File: config.mk
export PLATFORM = sky130hd
export DESIGN_NAME = cpu_step_controller
export DESIGN_NICKNAME = d
export VERILOG_FILES = /design/src/rtl/cpu_step_controller.sv
export SDC_FILE = /design/constraint.sdc
export NUM_CORES = 1
export LEC_CHECK = 0
export CAP_MARGIN = 20
export CORE_ASPECT_RATIO = 0.8
export CORE_MARGIN = 2
export CORE_UTILIZATION = 40
export DETAILED_ROUTE_END_ITERATION = 10
export HOLD_SLACK_MARGIN = 0.1
export SLEW_MARGIN = 10
export SYNTH_ARGS = -nofsm -noshare
export SYNTH_HDL_FRONTEND = slang
export SYNTH_SLANG_ARGS = --single-unit
File: constraint.sdc
create_clock -name clk -period 5.46 [get_ports clk]
set_input_delay 1.092 -clock clk [delete_from_list [all_inputs] [get_ports clk]]
set_output_delay 1.092 -clock clk [all_outputs]
set_load 0.005 [all_outputs]
File: src/rtl/cpu_step_controller.sv
// cpu_step_controller: debounced run-control FSM gating the core clock enable
module cpu_step_debounce #(
    parameter int DEBOUNCE_CYCLES = 2_500_000,
    parameter int COUNTER_WIDTH   = 32
) (
    input  logic clk,
    input  logic rst,
    input  logic button,
    output logic press
);
    localparam logic [COUNTER_WIDTH-1:0] LIMIT = COUNTER_WIDTH'(DEBOUNCE_CYCLES - 1);
    logic sync0, sync1, level, level_prev, differ;
    logic [COUNTER_WIDTH-1:0] count;
    assign differ = sync1 != level;
    assign press  = level & ~level_prev;
    // synchronize the raw button and accept a new level only after it has been stable long enough
    always_ff @(posedge clk) begin
        if (rst) begin
            sync0      <= 1'b0;
            sync1      <= 1'b0;
            level      <= 1'b0;
            level_prev <= 1'b0;
            count      <= '0;
        end else begin
            sync0      <= button;
            sync1      <= sync0;
            level_prev <= level;
            level      <= (differ && count == LIMIT) ? sync1 : level;
            count      <= (differ && count != LIMIT) ? count + 1'b1 : '0;
        end
    end
endmodule

module cpu_step_controller #(
    parameter int DEBOUNCE_CYCLES = 2_500_000,
    parameter int COUNTER_WIDTH   = 32,
    parameter int BURST_WIDTH     = 8
) (
    input  logic                   clk,
    input  logic                   rst,
    input  logic                   button_step,
    input  logic                   button_run,
    input  logic                   button_halt,
    input  logic [BURST_WIDTH-1:0] burst_count,
    input  logic                   core_halted,
    output logic                   cpu_ena,
    output logic [1:0]             mode,
    output logic [15:0]            step_count
);
    localparam logic [1:0] S_HALT  = 2'b00;
    localparam logic [1:0] S_BURST = 2'b01;
    localparam logic [1:0] S_RUN   = 2'b10;

    logic step_press, run_press, halt_press;
    logic [1:0] next_mode;
    logic [BURST_WIDTH-1:0] remaining, next_remaining, burst_len;

    cpu_step_debounce #(.DEBOUNCE_CYCLES(DEBOUNCE_CYCLES), .COUNTER_WIDTH(COUNTER_WIDTH)) u_step (
        .clk(clk), .rst(rst), .button(button_step), .press(step_press)
    );
    cpu_step_debounce #(.DEBOUNCE_CYCLES(DEBOUNCE_CYCLES), .COUNTER_WIDTH(COUNTER_WIDTH)) u_run (
        .clk(clk), .rst(rst), .button(button_run), .press(run_press)
    );
    cpu_step_debounce #(.DEBOUNCE_CYCLES(DEBOUNCE_CYCLES), .COUNTER_WIDTH(COUNTER_WIDTH)) u_halt (
        .clk(clk), .rst(rst), .button(button_halt), .press(halt_press)
    );

    assign burst_len = (burst_count == '0) ? BURST_WIDTH'(1) : burst_count;

    // next state: core halt beats every press, then halt > run > step; the burst length is latched only on entry
    always_comb begin
        next_mode      = mode;
        next_remaining = remaining;
        case (mode)
            S_HALT: begin
                if (!halt_press && !core_halted && run_press) begin
                    next_mode = S_RUN;
                end else if (!halt_press && !core_halted && step_press) begin
                    next_mode      = S_BURST;
                    next_remaining = burst_len;
                end
            end
            S_BURST: begin
                next_mode      = (core_halted || halt_press) ? S_HALT :
                                 run_press                   ? S_RUN  :
                                 (remaining == BURST_WIDTH'(1)) ? S_HALT : S_BURST;
                next_remaining = (next_mode == S_BURST) ? remaining - 1'b1 : '0;
            end
            S_RUN: begin
                next_mode = (core_halted || halt_press) ? S_HALT : S_RUN;
            end
            default: begin
                next_mode      = S_HALT;
                next_remaining = '0;
            end
        endcase
    end

    // register state, the enable (high exactly while not halted) and the issued-cycle counter
    always_ff @(posedge clk) begin
        if (rst) begin
            mode       <= S_HALT;
            remaining  <= '0;
            cpu_ena    <= 1'b0;
            step_count <= '0;
        end else begin
            mode       <= next_mode;
            remaining  <= next_remaining;
            cpu_ena    <= next_mode != S_HALT;
            step_count <= cpu_ena ? step_count + 1'b1 : step_count;
        end
    end
endmodule

Yosys cells after proc, flatten, opt, wreduce, memory -nomap -nowiden
Index checks and enable logic that the tools add are counted.
{"block": "op_classes", "addsub": 5, "eq_ne": 15, "n_mux": 12, "n_bitwise": 10, "n_reduce_logical": 19}
{"cell": "$add 32x1->32 const B", "count": 3}
{"cell": "$eq 32x22->1 const B", "count": 3}
{"cell": "$ne 32x22->1 const B", "count": 3}
{"cell": "$mux 8", "count": 4}
{"cell": "$pmux 8 s3", "count": 1}
{"cell": "$add 16x1->16 const B", "count": 1}
{"cell": "$mux 2", "count": 5}
{"cell": "$logic_and 1x1->1", "count": 9}
{"cell": "$eq 8x1->1 const B", "count": 1}
{"cell": "$logic_not 8->1", "count": 1}
{"cell": "$sub 8x1->8 const B", "count": 1}
{"cell": "$not 1->1", "count": 7}
{"cell": "$pmux 2 s3", "count": 1}
{"cell": "$reduce_or 2->1", "count": 3}
{"cell": "$eq 2x1->1 const B", "count": 2}
{"cell": "$ne 2x2->1 const B", "count": 2}
{"cell": "$and 1x1->1", "count": 3}
{"cell": "$ne 1x1->1", "count": 3}
{"cell": "$reduce_and 3->1", "count": 1}
{"cell": "$eq 2x2->1 const B", "count": 1}
{"cell": "$logic_not 1->1", "count": 2}
{"cell": "$logic_not 2->1", "count": 1}
{"cell": "$reduce_bool 2->1", "count": 1}
{"cell": "$logic_or 1x1->1", "count": 1}
{"cell": "$mux 1", "count": 1}
{"block": "word_totals", "regBits": 135, "input_bits": 14, "out_inout_bits": 19}

Logic depth before layout (Yosys ltp)
Gate-level depths: netlist of the first run.
{"block": "logic_depth", "ltp_word": 9, "depth_mapped": 8}

By module
Synthesis of the first run repeated with hierarchy kept, for this count alone.
{"block": "hier_totals", "hier_cells": 732, "area_unflattened_um2": 6458.7}
{"module": "cpu_step_debounce", "instances": 3, "cells_each": 193, "area_per_inst_um2": 1697.9}
{"module": "cpu_step_controller", "instances": 1, "cells_each": 153, "area_per_inst_um2": 1365.1}

Least setup slack after synthesis of the first run
Ideal clock, no wire load.
{"block": "synth_timing", "kind": "input -> register", "startpoint": "input port core_halted", "endpoint": "register remaining[2]", "setup_time_ps": 63, "t_arrival_ps": 2277, "t_required_ps": 5397, "setup_slack_ps": 3120, "stages": 5, "n_path_buf": 0, "path_cell_list": "nor4b_4 > nand3_2 > a21oi_2 > or4bb_1 > nand3_1"}
{"block": "synth_between", "elab_chain_len": 5}
{"item": "from (decl)", "line": "45", "rtl": "input logic core_halted,"}
{"item": "$logic_or 1x1->1 or $logic_not 1->1 (tied branches)", "line": "84, 76, 78"}
{"item": "$mux 2 or $logic_and 1x1->1 (tied branches)", "line": "84, 76, 78"}
{"item": "$eq 2x1->1, or another cell as far along", "line": "87", "rtl": "next_remaining = (next_mode == S_BURST) ? remaining - 1'b1 : '0;"}
{"item": "$mux 8 or $ne 2x2->1 (tied branches)"}
{"item": "$pmux 8 s3 or $reduce_and 3->1 (tied branches)"}
{"item": "to (signal assigned)", "line": "108", "rtl": "remaining <= next_remaining;"}
{"item": "to (decl)", "line": "56", "rtl": "logic [BURST_WIDTH-1:0] remaining, next_remaining, burst_len;"}
Parallel ways exist; a longest one is shown, timed or not.
A chain may end at the register's enable or synchronous reset.

Worst setup path in the final report of the first run
{"block": "layout_timing", "startpoint": "input port rst", "endpoint": "register u_halt.count[24]"}
{"block": "layout_between", "elab_chain_len": 1}
{"item": "from (decl)", "line": "40", "rtl": "input logic rst,"}
{"item": "$reduce_or 2->1 (no source line)"}
{"item": "to (signal assigned)", "line": "29", "rtl": "count <= (differ && count != LIMIT) ? count + 1'b1 : '0;"}
{"item": "to (decl)", "line": "13", "rtl": "logic [COUNTER_WIDTH-1:0] count;"}
Every way passes these cells.

==> metrics.yaml, run 1 <==
finish:
  stdcell_count: 930
  utilization_pct: 48.4
  nFillCells: 1401
  nets: 748
  syn2layout_area_growth_pct: 18.2
  stdcell_area_mm2: 0.00727
  n_antenna_cell: 0
  final_layout_size_suffix_gt1_share_pct: 7.96
sta:
  finalMaxSlewViolations: 0
  finClkSkew_ps: 14.0
  finalHoldViolations: 0
  finalSetupViolCount: 0
  tightest_slew_ps: 820
  setup-tns-final_ps: 0
  postLayoutSetupSlackWorst_ps: 2600
  holdWs_ps: 449
  min_period_ps: 2860
  slew_headroom_pct: 45.3
  fin_crit_sh_pct: 52.5
  rsz0062_at_grt: "no"
  fmax_ghz: 0.349
yosys:
  synth.cell_area_mm2: 0.00615
  synth_flop_cell: "dfxtp_1"
  ys_seq_area_share_pct: 43.9
  netlist_instances: 694
  synth-edff-count: 0
  syn_nets: 714
  synth-warning-count: 0
  syn_avg_cell_area_um2: 8.86
  async_reset_ff_share_pct: 0
  ys_seq_elements: 135
  yosysUniqueCellTypes: 51
placed_design:
  dpl-instance-area_mm2: 0.00662
  place_congestion: 0.817
  numPortBuffers: 32
  dp_hpwl_um: 8310
  dpl.cell_count: 896
  place_ws_ps: 2110
clock_tree:
  hold_buffers: 0
  insertion_delay_ps: 410
  clk_path_buf_depth: 2
  htree_levels: 4
  cts-root-buf: "clkbuf_16"
  cts_resized: 0
  tritoncts: "yes"
  cts.clk_slew.worst_paths_ps: 60
  cts_sinks: 135
  cts_setup_buffers: 0
  cts_made_buffers: 17
pwr:
  p_int_mw: 1.73
  p_clk_share_pct: 53.9
  p_switching_uw: 478
  combPwrFrac_pct: 1.3
  netSwitchingFraction_pct: 21.6
  p_per_area_mw_per_mm2: 304
  ir_worst_vdd_uv: 221
  p_leak_nw: 2.40
  power_mw: 2.21
  seqPwrFrac_pct: 44.8
floorplan:
  rows: 40
  die_h_um: 115
  die_w_um: 143
  core_area_mm2: 0.0150
  io_pins: 33
  dieArea_mm2: 0.0164
  initial_utilization_pct: 41.0
setup_path:
  cp_max_fo: 26
  rr_startpoint: "u_run.count[19]"
  critical_path.endpoint_type: "flop"
  start_kind: "primary input"
  critical_path_class: "in2reg"
  crit_start: "rst"
  cp.required_ps: 5730
  arrival_ps: 3130
grt:
  antenna_found_initial: 0
  grt_pass1_wl_um: 21300
  grt_usage_pct: 15.9
  grt_pass1_vias: 4555
  grt_max_degree: 33
  overflow: 0
drt:
  ant_nets: 0
  first_pass_iters: 4
  first_iter_violations: 229
  avgViaCountPerCell: 5.18
  drc_errors: 0
  routed_wl_um: 12100
  wire_per_inst_um: 13.0
  vias: 4822
flow_run:
  maxCapViolCount: 0
status:
  status: "completed"
min_path:
  hold_class: "reg2reg"
  hp-start: "u_halt.sync0"
==> Yosys cell counts, drive strengths merged (7+ instances only) <==
cell,number,area [um2]
nor3,16,90.1
inv,15,56.3
nand3,49,250
and3,9,56.3
clkbuf,7,26.3
xnor2,40,350
mux2i,8,80.1
nand2,39,146
a21oi,7,38.8
nor2,138,521
buf,14,73.8
nand4,45,309
dfxtp,135,2700
nor4,29,245
nor2b,12,75.1
xor2,68,596
==> area by class of cell <==
| class | instances | area (um2) | share of cell area, % |
|---|---|---|---|
| Clock inverter | 15 | 191 | 2.63 |
| Tap cell | 189 | 236 | 3.25 |
| Inverter | 15 | 56.3 | 0.775 |
| Clock buffer | 17 | 425 | 5.85 |
| Multi-Input combinational cell | 523 | 3290 | 45.3 |
| Timing Repair Buffer | 36 | 365 | 5.03 |
| Sequential cell | 135 | 2700 | 37.2 |
==> layer usage <==
metal	vias to the layer above	part of all wire, %	track usage [%]
li1	2473	-	-
met1	2268	51	22.0
met2	75	44	24.2
met3	6	3.7	4.00
met4	0	0.58	5.54
met5	-	0	0
==> cells by family (layout without fill, tap and decap cells) <==
| group | after synthesis | in the layout | share of synthesized area, % |
|---|---|---|---|
| buf+inv | 36 | 83 | 2.54 |
| simple gates | 374 | 374 | 32.5 |
| compound gates | 25 | 25 | 2.73 |
| flops | 135 | 135 | 43.9 |
| fa+ha+maj | 6 | 6 | 1.22 |
| mux | 10 | 10 | 1.67 |
| xor+xnor | 108 | 108 | 15.4 |
==> critical path: stages <==
cell and delay, ps:
clkdlybuf4s50_1 930, nand2b_1 320, a21o_1 660, nor2_1 110
==> worst paths after layout <==
check                          end  slack, ps  cells after the start
setup / recovery  u_halt.count[24]       2600                      4
hold / removal        u_halt.sync1        450                      1
setup reg to reg   u_run.count[13]       3030                      6
hold reg to reg       u_halt.sync1        450                      1
==> power by group through the flow <==
stage	Sequential, mW	Combinational (mW)	Clock (mW)
global route	0.989	0.0328	1.27
floorplan	1.01	0.0152	0
detailed placement	1.01	0.0286	0
CTS	0.989	0.0286	1.21
finish	0.989	0.0295	1.19
global placement	1.01	0.0282	0
==> flip-flops by register name (all words and copies together), names as in the netlist, 2 cells and up <==
register	flops
mode	2
remaining	8
step_count	16
u_halt.count	32
u_run.count	32
u_step.count	32
==> cell usage in the layout (no fill, tap or decap), drive strengths merged, types with 7 or more instances in the layout <==
cell type and instances:
a21oi 7, xor2 68, and3 9, dfxtp 135
mux2i 8, nand4 45, nand2 39, inv 22
clkbuf 17, clkdlybuf4s50 32, nor3 16, nand3 49
xnor2 40, nor2b 12, nor2 138, nor4 29
(Power assumes the default switching activity.)
==> run 2: changes to the inputs <==
==> constraint.sdc (replaced) <==
create_clock -name clk -period 2.5 [get_ports clk]
set_input_delay 0.5 -clock clk [delete_from_list [all_inputs] [get_ports clk]]
set_output_delay 0.5 -clock clk [all_outputs]
set_load 0.005 [all_outputs]
==> metrics.yaml, run 2 (synthesized netlist as in run 1, its figures left out) <==
finish:
  final_common_cell: "nor2_1"
  nets: 755
  nFillCells: 1410
  top_regs: "u_halt.count (32), u_run.count (32), u_step.count (32)"
  syn2layout_area_growth_pct: 19.3
  final_cell_mix: "137 x nor2_1, 135 x dfxtp_1, 68 x xor2_1, 48 x nand3_1, 42 x nand4_1"
  n_antenna_cell: 0
  final_layout_size_suffix_gt1_share_pct: 8.30
clock_tree:
  cts.clk_slew.worst_paths_ps: 60
  cts_made_buffers: 17
  cts_sinks: 135
  cts_resized: 0
  hold_buffers: 0
  htree_levels: 4
  insertion_delay_ps: 410
  clk_path_buf_depth: 2
  cts-root-buf: "clkbuf_16"
  cts_setup_buffers: 0
  tritoncts: "yes"
setup_path:
  cp_slowest_stage_delay_ps: 590
  r2r-end: "u_step.count[4]"
  rr_startpoint: "u_step.count[11]"
  cp_slowest_cell: "clkdlybuf4s50_1"
  critical_path.endpoint_type: "output port"
  crit_buf_inv: 1
  crit_chain: "clkdlybuf4s50_1"
  arrival_ps: 1570
  critical_path_class: "reg2out"
  crit_start: "mode[1]"
  ff2ff_path_depth: 6
  crit_cells: 1
  ff2ff_setup_slack_ps: 480
  crit_end: "mode[1]"
  cp.required_ps: 2000
  crit_family: "buffers and inverters"
  cp_max_fo: 11
  start_kind: "flop"
sta:
  fin_crit_sh_pct: 82.9
  postLayoutSetupSlackWorst_ps: 427
  finClkSkew_ps: 5.68
  finalMaxSlewViolations: 0
  setup-tns-final_ps: 0
  min_period_ps: 2070
  finalHoldViolations: 0
  slew_headroom_pct: 53.2
  finalSetupViolCount: 0
  fmax_ghz: 0.482
  rsz0062_at_grt: "no"
  tightest_slew_ps: 695
drt:
  avgViaCountPerCell: 5.14
  vias: 4812
  drc_errors: 0
  ant_nets: 0
  first_pass_iters: 4
  first_iter_violations: 243
  routed_wl_um: 12100
  wire_per_inst_um: 12.9
floorplan:
  io_pins: 33
  core_area_mm2: 0.0150
  die_h_um: 115
  rows: 40
  dieArea_mm2: 0.0164
  die_w_um: 143
  initial_utilization_pct: 41.0
pwr:
  ir_worst_vdd_uv: 517
  p_int_mw: 3.93
  netSwitchingFraction_pct: 19.0
  p_leak_nw: 2.45
  p_clk_share_pct: 54.1
  p_switching_uw: 923
  p_per_area_mw_per_mm2: 661
  combPwrFrac_pct: 1.4
  seqPwrFrac_pct: 44.5
grt:
  antenna_found_initial: 0
  grt_pass1_vias: 4784
  grt_pass1_wl_um: 21700
  overflow: 0
  grt_max_degree: 33
  grt_usage_pct: 16.2
placed_design:
  dp_hpwl_um: 8370
  place_congestion: 0.805
  numPortBuffers: 32
  place_ws_ps: 141
flow_run:
  maxCapViolCount: 0
min_path:
  hold_class: "reg2reg"
status:
  status: "completed"
[run 2: cell count changes in the layout (fill, tap and decap cells not counted), sizes merged]
cell,before,now
clkinvlp,3,2
bufinv,3,4
buf,4,11
clkbuf,17,23
inv,22,15
[run 2: worst min-delay path by stage]
| stage | start | endpoint | cells past startpoint | slack, ps |
|---|---|---|---|---|
| after detailed placement | u_run.sync0 | u_run.sync1 | 1 | 420 |
| final | u_run.sync0 | u_run.sync1 | 1 | 430 |
| after global placement | u_run.sync0 | u_run.sync1 | 1 | 430 |
| after floorplan | u_halt.sync0 | u_halt.sync1 | 1 | 410 |
| after CTS | u_run.sync0 | u_run.sync1 | 1 | 430 |
| after global routing | u_run.sync0 | u_run.sync1 | 1 | 460 |
[run 2: cell type report]
type	count	area, um2	area share (%)
multi-input combinational	523	3290	44.9
sequential	135	2700	36.8
tap	189	236	3.22
clock inverter	8	145	1.98
clock buffer	23	478	6.51
inverter	15	56.3	0.767
timing repair buffer	43	428	5.83
[run 2: per-layer routing]
layer  track usage [%]  part of all wire [%]
met5                 0                     0
met4              6.01                   1.4
met3              3.92                   3.1
met2              24.4                    44
met1              22.5                    52
[run 2: power groups by stage]
stage               sequential, mW  combinational (mW)  clock (mW)
finish                        2.16              0.0672        2.62
global route                  2.16              0.0747        2.78
CTS                           2.16              0.0682        2.68
detailed placement            2.21              0.0681           0
global placement              2.21              0.0673           0
floorplan                     2.21              0.0331           0
[run 2: stage by stage]
stage / power (mW) / hold WS (ps) / utilization (%) / cells / instance area (um2)
global route: 5.01 / 459 / 48.9 / 936 / 7340
finish: 4.85 / 432 / 48.9 / 936 / 7340
global placement: 2.27 / 426 / 44.7 / 905 / 6720
detailed placement: 2.28 / 421 / 44.7 / 905 / 6720
floorplan: 2.24 / 414 / - / 694 / 6150
CTS: 4.91 / 434 / 48.9 / 936 / 7340
